--- src/rtl/ysyx_22051086_mem_arb_pkg.sv ---
// rtl/ysyx_22051086_mem_arb_pkg.sv - shared state, owner and grant encodings for the memory arbiter
package ysyx_22051086_mem_arb_pkg;

  localparam logic [1:0] ARB_IDLE  = 2'd0;
  localparam logic [1:0] ARB_ISSUE = 2'd1;
  localparam logic [1:0] ARB_WAIT  = 2'd2;

  localparam logic OWN_IF = 1'b0;
  localparam logic OWN_LS = 1'b1;

  // Bit positions inside the one-hot grant vector.
  localparam int GNT_IF = 0;
  localparam int GNT_LS = 1;

  typedef enum logic [1:0] {
    ST_IDLE  = ARB_IDLE,
    ST_ISSUE = ARB_ISSUE,
    ST_WAIT  = ARB_WAIT
  } arb_state_e;

endpackage

--- src/rtl/ysyx_22051086_mem_arb_if.sv ---
// rtl/ysyx_22051086_mem_arb_if.sv - fetch, load/store and downstream memory signals of the arbiter
interface ysyx_22051086_mem_arb_if #(
  parameter int ADDR_W = 64,
  parameter int DATA_W = 64
);
  logic                  if_req_valid;
  logic                  if_req_ready;
  logic [ADDR_W-1:0]     if_req_addr;
  logic                  if_flush;
  logic                  if_resp_valid;
  logic [DATA_W-1:0]     if_resp_data;

  logic                  ls_req_valid;
  logic                  ls_req_ready;
  logic [ADDR_W-1:0]     ls_req_addr;
  logic                  ls_req_wen;
  logic [DATA_W-1:0]     ls_req_wdata;
  logic [DATA_W/8-1:0]   ls_req_wmask;
  logic                  ls_resp_valid;
  logic [DATA_W-1:0]     ls_resp_data;

  logic                  mem_req_valid;
  logic                  mem_req_ready;
  logic [ADDR_W-1:0]     mem_req_addr;
  logic                  mem_req_wen;
  logic [DATA_W-1:0]     mem_req_wdata;
  logic [DATA_W/8-1:0]   mem_req_wmask;
  logic                  mem_resp_valid;
  logic [DATA_W-1:0]     mem_resp_data;

  logic                  busy;

  // Arbiter side.
  modport slave (
    input  if_req_valid, if_req_addr, if_flush,
    input  ls_req_valid, ls_req_addr, ls_req_wen, ls_req_wdata, ls_req_wmask,
    input  mem_req_ready, mem_resp_valid, mem_resp_data,
    output if_req_ready, if_resp_valid, if_resp_data,
    output ls_req_ready, ls_resp_valid, ls_resp_data,
    output mem_req_valid, mem_req_addr, mem_req_wen, mem_req_wdata, mem_req_wmask,
    output busy
  );

  // Requesters plus downstream memory.
  modport master (
    output if_req_valid, if_req_addr, if_flush,
    output ls_req_valid, ls_req_addr, ls_req_wen, ls_req_wdata, ls_req_wmask,
    output mem_req_ready, mem_resp_valid, mem_resp_data,
    input  if_req_ready, if_resp_valid, if_resp_data,
    input  ls_req_ready, ls_resp_valid, ls_resp_data,
    input  mem_req_valid, mem_req_addr, mem_req_wen, mem_req_wdata, mem_req_wmask,
    input  busy
  );
endinterface

--- src/rtl/ysyx_22051086_arb_pick.sv ---
// rtl/ysyx_22051086_arb_pick.sv - LS-priority grant with IF anti-starvation counter
module ysyx_22051086_arb_pick
  import ysyx_22051086_mem_arb_pkg::*;
#(
  parameter int STARVE_MAX = 4
) (
  input  logic       i_clk,
  input  logic       i_rst_n,
  input  logic       i_idle,
  input  logic       i_if_elig,
  input  logic       i_ls_elig,
  output logic [1:0] o_grant
);
  localparam int CNT_W = $clog2(STARVE_MAX + 1);
  localparam logic [CNT_W-1:0] CNT_MAX = CNT_W'(STARVE_MAX);

  logic [CNT_W-1:0] r_starve_cnt;
  logic             w_force_if;
  logic             w_grant_if;
  logic             w_grant_ls;

  // LS wins unless IF has already lost STARVE_MAX times in a row while waiting.
  assign w_force_if = (r_starve_cnt == CNT_MAX) && i_if_elig;
  assign w_grant_ls = i_idle && i_ls_elig && !w_force_if;
  assign w_grant_if = i_idle && i_if_elig && !w_grant_ls;

  always_comb begin
    o_grant         = 2'b00;
    o_grant[GNT_IF] = w_grant_if;
    o_grant[GNT_LS] = w_grant_ls;
  end

  // Count LS wins over an eligible IF, saturating; any IF win clears the count.
  always_ff @(posedge i_clk or negedge i_rst_n) begin
    if (!i_rst_n) begin
      r_starve_cnt <= '0;
    end else if (w_grant_if) begin
      r_starve_cnt <= '0;
    end else if (w_grant_ls && i_if_elig && (r_starve_cnt != CNT_MAX)) begin
      r_starve_cnt <= r_starve_cnt + 1'b1;
    end
  end
endmodule

--- src/rtl/ysyx_22051086_mem_arb.sv ---
// rtl/ysyx_22051086_mem_arb.sv - single-outstanding IF/LS memory arbiter with fetch flush
module ysyx_22051086_mem_arb
  import ysyx_22051086_mem_arb_pkg::*;
#(
  parameter int ADDR_W     = 64,
  parameter int DATA_W     = 64,
  parameter int STARVE_MAX = 4
) (
  input  logic                   i_clk,
  input  logic                   i_rst_n,
  ysyx_22051086_mem_arb_if.slave io_bus
);
  arb_state_e            r_state;
  arb_state_e            w_state_nxt;
  logic                  r_owner;
  logic                  r_drop;
  logic                  r_wen;
  logic [ADDR_W-1:0]     r_addr;
  logic [DATA_W-1:0]     r_wdata;
  logic [DATA_W/8-1:0]   r_wmask;

  logic                  w_idle;
  logic                  w_if_elig;
  logic [1:0]            w_grant;
  logic                  w_grant_if;
  logic                  w_grant_ls;
  logic                  w_resp_fire;
  logic                  w_if_kill;
  logic                  w_if_resp;
  logic                  w_ls_resp;

  // Reset gates the IDLE strobe so no ready escapes while reset is held.
  assign w_idle    = (r_state == ST_IDLE) && i_rst_n;
  assign w_if_elig = io_bus.if_req_valid && !io_bus.if_flush;

  ysyx_22051086_arb_pick #(
    .STARVE_MAX (STARVE_MAX)
  ) u_pick (
    .i_clk     (i_clk),
    .i_rst_n   (i_rst_n),
    .i_idle    (w_idle),
    .i_if_elig (w_if_elig),
    .i_ls_elig (io_bus.ls_req_valid),
    .o_grant   (w_grant)
  );

  assign w_grant_if = w_grant[GNT_IF];
  assign w_grant_ls = w_grant[GNT_LS];
  assign w_if_kill  = (r_owner == OWN_IF) && io_bus.if_flush;

  // State register.
  always_ff @(posedge i_clk or negedge i_rst_n) begin
    if (!i_rst_n) begin
      r_state <= ST_IDLE;
    end else begin
      r_state <= w_state_nxt;
    end
  end

  // Next state; a response only counts while waiting for one.
  always_comb begin
    w_state_nxt = r_state;
    w_resp_fire = 1'b0;
    unique case (r_state)
      ST_IDLE: begin
        if (w_grant_if || w_grant_ls) w_state_nxt = ST_ISSUE;
      end
      ST_ISSUE: begin
        if (io_bus.mem_req_ready) w_state_nxt = ST_WAIT;
      end
      ST_WAIT: begin
        if (io_bus.mem_resp_valid) begin
          w_resp_fire = 1'b1;
          w_state_nxt = ST_IDLE;
        end
      end
      default: w_state_nxt = ST_IDLE;
    endcase
  end

  // Latch the winning request; a fetch flush while in flight marks its response stale.
  always_ff @(posedge i_clk or negedge i_rst_n) begin
    if (!i_rst_n) begin
      r_owner <= OWN_IF;
      r_drop  <= 1'b0;
      r_wen   <= 1'b0;
      r_addr  <= '0;
      r_wdata <= '0;
      r_wmask <= '0;
    end else if (w_grant_ls) begin
      r_owner <= OWN_LS;
      r_drop  <= 1'b0;
      r_wen   <= io_bus.ls_req_wen;
      r_addr  <= io_bus.ls_req_addr;
      r_wdata <= io_bus.ls_req_wdata;
      r_wmask <= io_bus.ls_req_wmask;
    end else if (w_grant_if) begin
      r_owner <= OWN_IF;
      r_drop  <= 1'b0;
      r_wen   <= 1'b0;
      r_addr  <= io_bus.if_req_addr;
      r_wdata <= '0;
      r_wmask <= '0;
    end else if ((r_state != ST_IDLE) && w_if_kill) begin
      r_drop  <= 1'b1;
    end
  end

  assign w_ls_resp = w_resp_fire && (r_owner == OWN_LS);
  assign w_if_resp = w_resp_fire && (r_owner == OWN_IF) && !r_drop && !io_bus.if_flush;

  assign io_bus.if_req_ready  = w_grant_if;
  assign io_bus.ls_req_ready  = w_grant_ls;
  assign io_bus.if_resp_valid = w_if_resp;
  assign io_bus.if_resp_data  = w_if_resp ? io_bus.mem_resp_data : '0;
  assign io_bus.ls_resp_valid = w_ls_resp;
  assign io_bus.ls_resp_data  = w_ls_resp ? io_bus.mem_resp_data : '0;
  assign io_bus.mem_req_valid = (r_state == ST_ISSUE);
  assign io_bus.mem_req_addr  = r_addr;
  assign io_bus.mem_req_wen   = r_wen;
  assign io_bus.mem_req_wdata = r_wdata;
  assign io_bus.mem_req_wmask = r_wmask;
  assign io_bus.busy          = (r_state != ST_IDLE);
endmodule

--- src/flat_wrapper.sv ---
// flat-port wrapper written by rule: the top's interface ports become plain ports
module ysyx_22051086_mem_arb_flat import ysyx_22051086_mem_arb_pkg::*;
#(
  parameter int ADDR_W     = 64,
  parameter int DATA_W     = 64,
  parameter int STARVE_MAX = 4
)
  (i_clk, i_rst_n, io_bus_if_req_valid, io_bus_if_req_addr, io_bus_if_flush, io_bus_ls_req_valid, io_bus_ls_req_addr, io_bus_ls_req_wen, io_bus_ls_req_wdata, io_bus_ls_req_wmask, io_bus_mem_req_ready, io_bus_mem_resp_valid, io_bus_mem_resp_data, io_bus_if_req_ready, io_bus_if_resp_valid, io_bus_if_resp_data, io_bus_ls_req_ready, io_bus_ls_resp_valid, io_bus_ls_resp_data, io_bus_mem_req_valid, io_bus_mem_req_addr, io_bus_mem_req_wen, io_bus_mem_req_wdata, io_bus_mem_req_wmask, io_bus_busy);
  ysyx_22051086_mem_arb_if #(.ADDR_W(ADDR_W), .DATA_W(DATA_W)) io_bus_i ();
  input  logic i_clk;
  input  logic i_rst_n;
  input wire logic [$bits(io_bus_i.if_req_valid)-1:0] io_bus_if_req_valid;
  input wire logic [$bits(io_bus_i.if_req_addr)-1:0] io_bus_if_req_addr;
  input wire logic [$bits(io_bus_i.if_flush)-1:0] io_bus_if_flush;
  input wire logic [$bits(io_bus_i.ls_req_valid)-1:0] io_bus_ls_req_valid;
  input wire logic [$bits(io_bus_i.ls_req_addr)-1:0] io_bus_ls_req_addr;
  input wire logic [$bits(io_bus_i.ls_req_wen)-1:0] io_bus_ls_req_wen;
  input wire logic [$bits(io_bus_i.ls_req_wdata)-1:0] io_bus_ls_req_wdata;
  input wire logic [$bits(io_bus_i.ls_req_wmask)-1:0] io_bus_ls_req_wmask;
  input wire logic [$bits(io_bus_i.mem_req_ready)-1:0] io_bus_mem_req_ready;
  input wire logic [$bits(io_bus_i.mem_resp_valid)-1:0] io_bus_mem_resp_valid;
  input wire logic [$bits(io_bus_i.mem_resp_data)-1:0] io_bus_mem_resp_data;
  output wire logic [$bits(io_bus_i.if_req_ready)-1:0] io_bus_if_req_ready;
  output wire logic [$bits(io_bus_i.if_resp_valid)-1:0] io_bus_if_resp_valid;
  output wire logic [$bits(io_bus_i.if_resp_data)-1:0] io_bus_if_resp_data;
  output wire logic [$bits(io_bus_i.ls_req_ready)-1:0] io_bus_ls_req_ready;
  output wire logic [$bits(io_bus_i.ls_resp_valid)-1:0] io_bus_ls_resp_valid;
  output wire logic [$bits(io_bus_i.ls_resp_data)-1:0] io_bus_ls_resp_data;
  output wire logic [$bits(io_bus_i.mem_req_valid)-1:0] io_bus_mem_req_valid;
  output wire logic [$bits(io_bus_i.mem_req_addr)-1:0] io_bus_mem_req_addr;
  output wire logic [$bits(io_bus_i.mem_req_wen)-1:0] io_bus_mem_req_wen;
  output wire logic [$bits(io_bus_i.mem_req_wdata)-1:0] io_bus_mem_req_wdata;
  output wire logic [$bits(io_bus_i.mem_req_wmask)-1:0] io_bus_mem_req_wmask;
  output wire logic [$bits(io_bus_i.busy)-1:0] io_bus_busy;
  assign io_bus_i.if_req_valid = io_bus_if_req_valid;
  assign io_bus_i.if_req_addr = io_bus_if_req_addr;
  assign io_bus_i.if_flush = io_bus_if_flush;
  assign io_bus_i.ls_req_valid = io_bus_ls_req_valid;
  assign io_bus_i.ls_req_addr = io_bus_ls_req_addr;
  assign io_bus_i.ls_req_wen = io_bus_ls_req_wen;
  assign io_bus_i.ls_req_wdata = io_bus_ls_req_wdata;
  assign io_bus_i.ls_req_wmask = io_bus_ls_req_wmask;
  assign io_bus_i.mem_req_ready = io_bus_mem_req_ready;
  assign io_bus_i.mem_resp_valid = io_bus_mem_resp_valid;
  assign io_bus_i.mem_resp_data = io_bus_mem_resp_data;
  assign io_bus_if_req_ready = io_bus_i.if_req_ready;
  assign io_bus_if_resp_valid = io_bus_i.if_resp_valid;
  assign io_bus_if_resp_data = io_bus_i.if_resp_data;
  assign io_bus_ls_req_ready = io_bus_i.ls_req_ready;
  assign io_bus_ls_resp_valid = io_bus_i.ls_resp_valid;
  assign io_bus_ls_resp_data = io_bus_i.ls_resp_data;
  assign io_bus_mem_req_valid = io_bus_i.mem_req_valid;
  assign io_bus_mem_req_addr = io_bus_i.mem_req_addr;
  assign io_bus_mem_req_wen = io_bus_i.mem_req_wen;
  assign io_bus_mem_req_wdata = io_bus_i.mem_req_wdata;
  assign io_bus_mem_req_wmask = io_bus_i.mem_req_wmask;
  assign io_bus_busy = io_bus_i.busy;
  ysyx_22051086_mem_arb #(.ADDR_W(ADDR_W), .DATA_W(DATA_W), .STARVE_MAX(STARVE_MAX)) u_core (.i_clk(i_clk), .i_rst_n(i_rst_n), .io_bus(io_bus_i));
endmodule
--- config.mk ---
export PLATFORM = sky130hd
export DESIGN_NAME = ysyx_22051086_mem_arb_flat
export DESIGN_NICKNAME = d
export VERILOG_FILES = /design/src/rtl/ysyx_22051086_mem_arb_pkg.sv /design/src/rtl/ysyx_22051086_mem_arb_if.sv /design/src/rtl/ysyx_22051086_arb_pick.sv /design/src/rtl/ysyx_22051086_mem_arb.sv /design/src/flat_wrapper.sv
export SDC_FILE = /design/constraint.sdc
export NUM_CORES = 1
export LEC_CHECK = 0
export CAP_MARGIN = 20
export CORE_AREA = 2 2 211 213
export CTS_CLUSTER_SIZE = 30
export DETAILED_ROUTE_END_ITERATION = 8
export DIE_AREA = 0 0 213 215
export GPL_TIMING_DRIVEN = 0
export PLACE_DENSITY = 0.56
export SLEW_MARGIN = 40
export SYNTH_ARGS = -nofsm -noshare
export SYNTH_HDL_FRONTEND = slang
export SYNTH_SLANG_ARGS = --single-unit
--- constraint.sdc ---
create_clock -name i_clk -period 4.72 [get_ports i_clk]
set_input_delay 0.708 -clock i_clk [delete_from_list [all_inputs] [get_ports i_clk]]
set_output_delay 0.708 -clock i_clk [all_outputs]
set_load 0.05 [all_outputs]
==> impl_metrics.ini, run 1 <==
[worst_setup_path]
reg2reg_slack_ns = 2.37
required_ns = 4.01
critPathLaunchType = input pin
r2r_start = u_core.u_pick.r_starve_cnt[0]$_DFFE_PN0P_
r2r_cells = 8
critical_path_class = in -> out
path_max_fanout = 10
worstSetupEndpointType = output pin
critPathArrivalTime_ns = 3.71
rr_endpoint = u_core.io_bus.mem_req_addr[45]$_DFFE_PN0P_

[synth]
synth_ff_type = dfrtp_1
yosys.cell_count.top_type = dfrtp_1
syn_area_per_cell_um2 = 9.70
synth_xor_area_share_pct = 0
synthArstFlopShare_pct = 100
synth_edf_count = 0
synthCells = 721
postSynthRegisterBits = 144
synth_compound_area_share_pct = 20.4
synth_top_area_share_pct = 51.5
syn-num-nets = 995
synth_top_family_by_area = simple AND/OR/NAND/NOR gates
netlist_area_um2 = 6990
synth.mux.area_fraction_pct = 0
yosysWarnings = 0
yosys.area_share.adder_pct = 0.358
yosys-top-cells-area = dfrtp_1 (52%), and2_1 (11%), a22o_1 (9.1%)
ys_top_cells_by_count = dfrtp_1 (144), and2_1 (128), a22o_1 (73)
synth_seq_area_share_pct = 51.5
synth_cell_types = 33
synthSimpleGateAreaFrac_pct = 22.7
synth_top_area_cell = dfrtp_1

[sta]
setup_violations = 0
clock_skew_ns = 0.0114
fin_tns_setup_ns = 0
max-slew-margin-rel_pct = 50.7
final.min_clock_period_ns = 4.42
rsz0062_at_grt = false
fin_crit_sh_pct = 93.6
tightestPinTransition_ns = 0.738
drv_slew = 0
timing.fmax_mhz = 226
hold_viol = 0

[floorplan]
start_util_pct = 16.0
dieArea_um2 = 45800
boundaryPins = 543
num_rows = 77
core_um2 = 43600
die_x_um = 213
die_y_um = 215

[pwr]
p_total_uw = 8200
ir_drop_mv = 0.259
combPwrFrac_pct = 57.1
leakage_uw = 0.00530
clockPowerShare_pct = 17.4
power.density_nw_per_um2 = 592
power_switching_uw = 4000
seq_power_share_pct = 25.5
switching_share_pct = 48.7
internal-power_uw = 4200

[global_route]
grt_pass1_wl_mm = 58.3
grtUsageMet3_pct = 5.04
grt.met1_usage_pct = 18.4
grt_max_degree = 68
antenna_found_initial = 12
overflow = 0
grt-busiest-layer = met2
grt_use_met2_pct = 32.4
grtUsageTotal_pct = 17.6
grt_pass1_vias = 8680

[clock_tree]
cts_htree_levels = 4
ctsResizeCount = 0
cts_max_path_buffers = 2
cts_inserted_buffers = 17
root_buffer = clkbuf_16
clk_latency_ns = 0.45
cts_tree = done
postCtsSetupRepairBufs = 0
postCtsHoldBufs = 0
path_clk_slew_ns = 0.06
cts_sinks = 144

[place]
place.gp.congestion = 0.893
placed_area_um2 = 13200
dp_hpwl_mm = 33.4
numPortBuffers = 542

[routing]
postRouteAntennaNets = 0
wl_mm = 41.4
dr.pass1.iters = 4
routedWlPerCell_um = 21.8
vias = 8214
drc = 0
first_iter_violations = 403
routed_via_density = 4.33

[finish]
areaGrowthSynthToFinish_pct = 98.0
nets = 1558
final_area_um2 = 13800
drive_gt1_share_pct = 4.16

[job]
drv_cap = 0

[status]
status = completed

[worst_hold_path]
min_path_type = in -> async
[power by group through the flow]
stage | clock network, µW | registers (µW) | logic [µW]
after floorplan | 0 | 3930 | 938
after global placement | 0 | 2090 | 4720
after detailed placement | 0 | 2110 | 4720
after CTS | 1480 | 2090 | 4740
after global routing | 1530 | 2150 | 4890
final | 1430 | 2090 | 4680
[area by class of cell]
cell class | count | area, µm²
Fill cell | 4561 | 29800
Timing Repair Buffer | 544 | 5490
Sequential cell | 144 | 3600
Multi-Input combinational cell | 491 | 3050
Tap cell | 592 | 741
Clock buffer | 20 | 447
Buffer | 80 | 325
Clock inverter | 12 | 156
Inverter | 6 | 22.5
Antenna cell | 7 | 17.5
[sequential cells by signal, summed over array words and instances, names as in the netlist]
signal and count:
u_core.io_bus.mem_req_addr 64, u_core.u_pick.r_starve_cnt 3, u_core.io_bus.mem_req_wen 1, u_core.r_state 2, u_core.r_drop 1, u_core.io_bus.mem_req_wdata 64
u_core.io_bus.mem_req_wmask 8, u_core.r_owner 1
[metal layers]
metal | routed length [µm] | up-vias
met3 | 3110 | 53
met2 | 21400 | 424
met5 | 0 | -
met1 | 15400 | 3979
li1 | - | 3758
met4 | 1480 | 0
[cell usage in the layout (no fill, tap or decap), types with 13 or more instances in the layout]
cell type / count
a22o_1: 73
a31oi_1: 64
and2_1: 128
buf_2: 13
clkbuf_1: 64
clkbuf_16: 17
clkdlybuf4s50_1: 541
dfrtp_1: 144
nand3_1: 65
nor3_1: 66
o21ai_0: 69
[critical path, cell delays in order]
cell,delay [ns]
clkdlybuf4s50_1,0.52
nor4_2,0.59
clkbuf_1,0.47
clkbuf_1,0.41
and2_1,0.20
clkdlybuf4s50_1,0.80
[worst max-delay path by stage]
stage	end	cells after the start	from
after floorplan	io_bus_if_req_ready	6	io_bus_if_flush
after global placement	io_bus_ls_req_ready	6	i_rst_n
after detailed placement	io_bus_if_resp_data[34]	6	io_bus_if_flush
after CTS	io_bus_if_resp_data[9]	6	io_bus_if_flush
after global routing	io_bus_if_resp_data[5]	6	io_bus_if_flush
final	io_bus_if_resp_data[43]	6	io_bus_if_flush
[kinds of logic (layout without fill, tap and decap cells)]
group	Yosys count	after routing
other	0	7
buffers and inverters	86	662
DFF	144	144
adders and majority gates	2	2
AOI/OAI and AO/OA	211	211
and+or+nand+nor	278	278
[per-stage QoR]
stage	util [%]	setup WS, ns	instances	hold WS, ns
3_3_place_gp	30.2	-5.87	1855	0.483
3_5_place_dp	30.3	0.0422	1857	0.480
5_1_grt	31.7	0.0672	1894	0.0473
2_1_floorplan	-	1.61	721	0.412
4_1_cts	31.7	0.0393	1889	0.0342
6_report	31.7	0.301	1896	0.0725
Power figures use the tool's default switching activity.
==> run 2, diff against run 1 <==
--- a/config.mk
+++ b/config.mk
@@ -5,7 +5,7 @@
 export SDC_FILE = /design/constraint.sdc
 export NUM_CORES = 1
 export LEC_CHECK = 0
-export CAP_MARGIN = 20
+export CAP_MARGIN = 5
 export CORE_AREA = 2 2 211 213
 export CTS_CLUSTER_SIZE = 30
 export DETAILED_ROUTE_END_ITERATION = 8
==> results of run 2 <==
No change in the layout: final DEF, timing and power equal those of run 1.
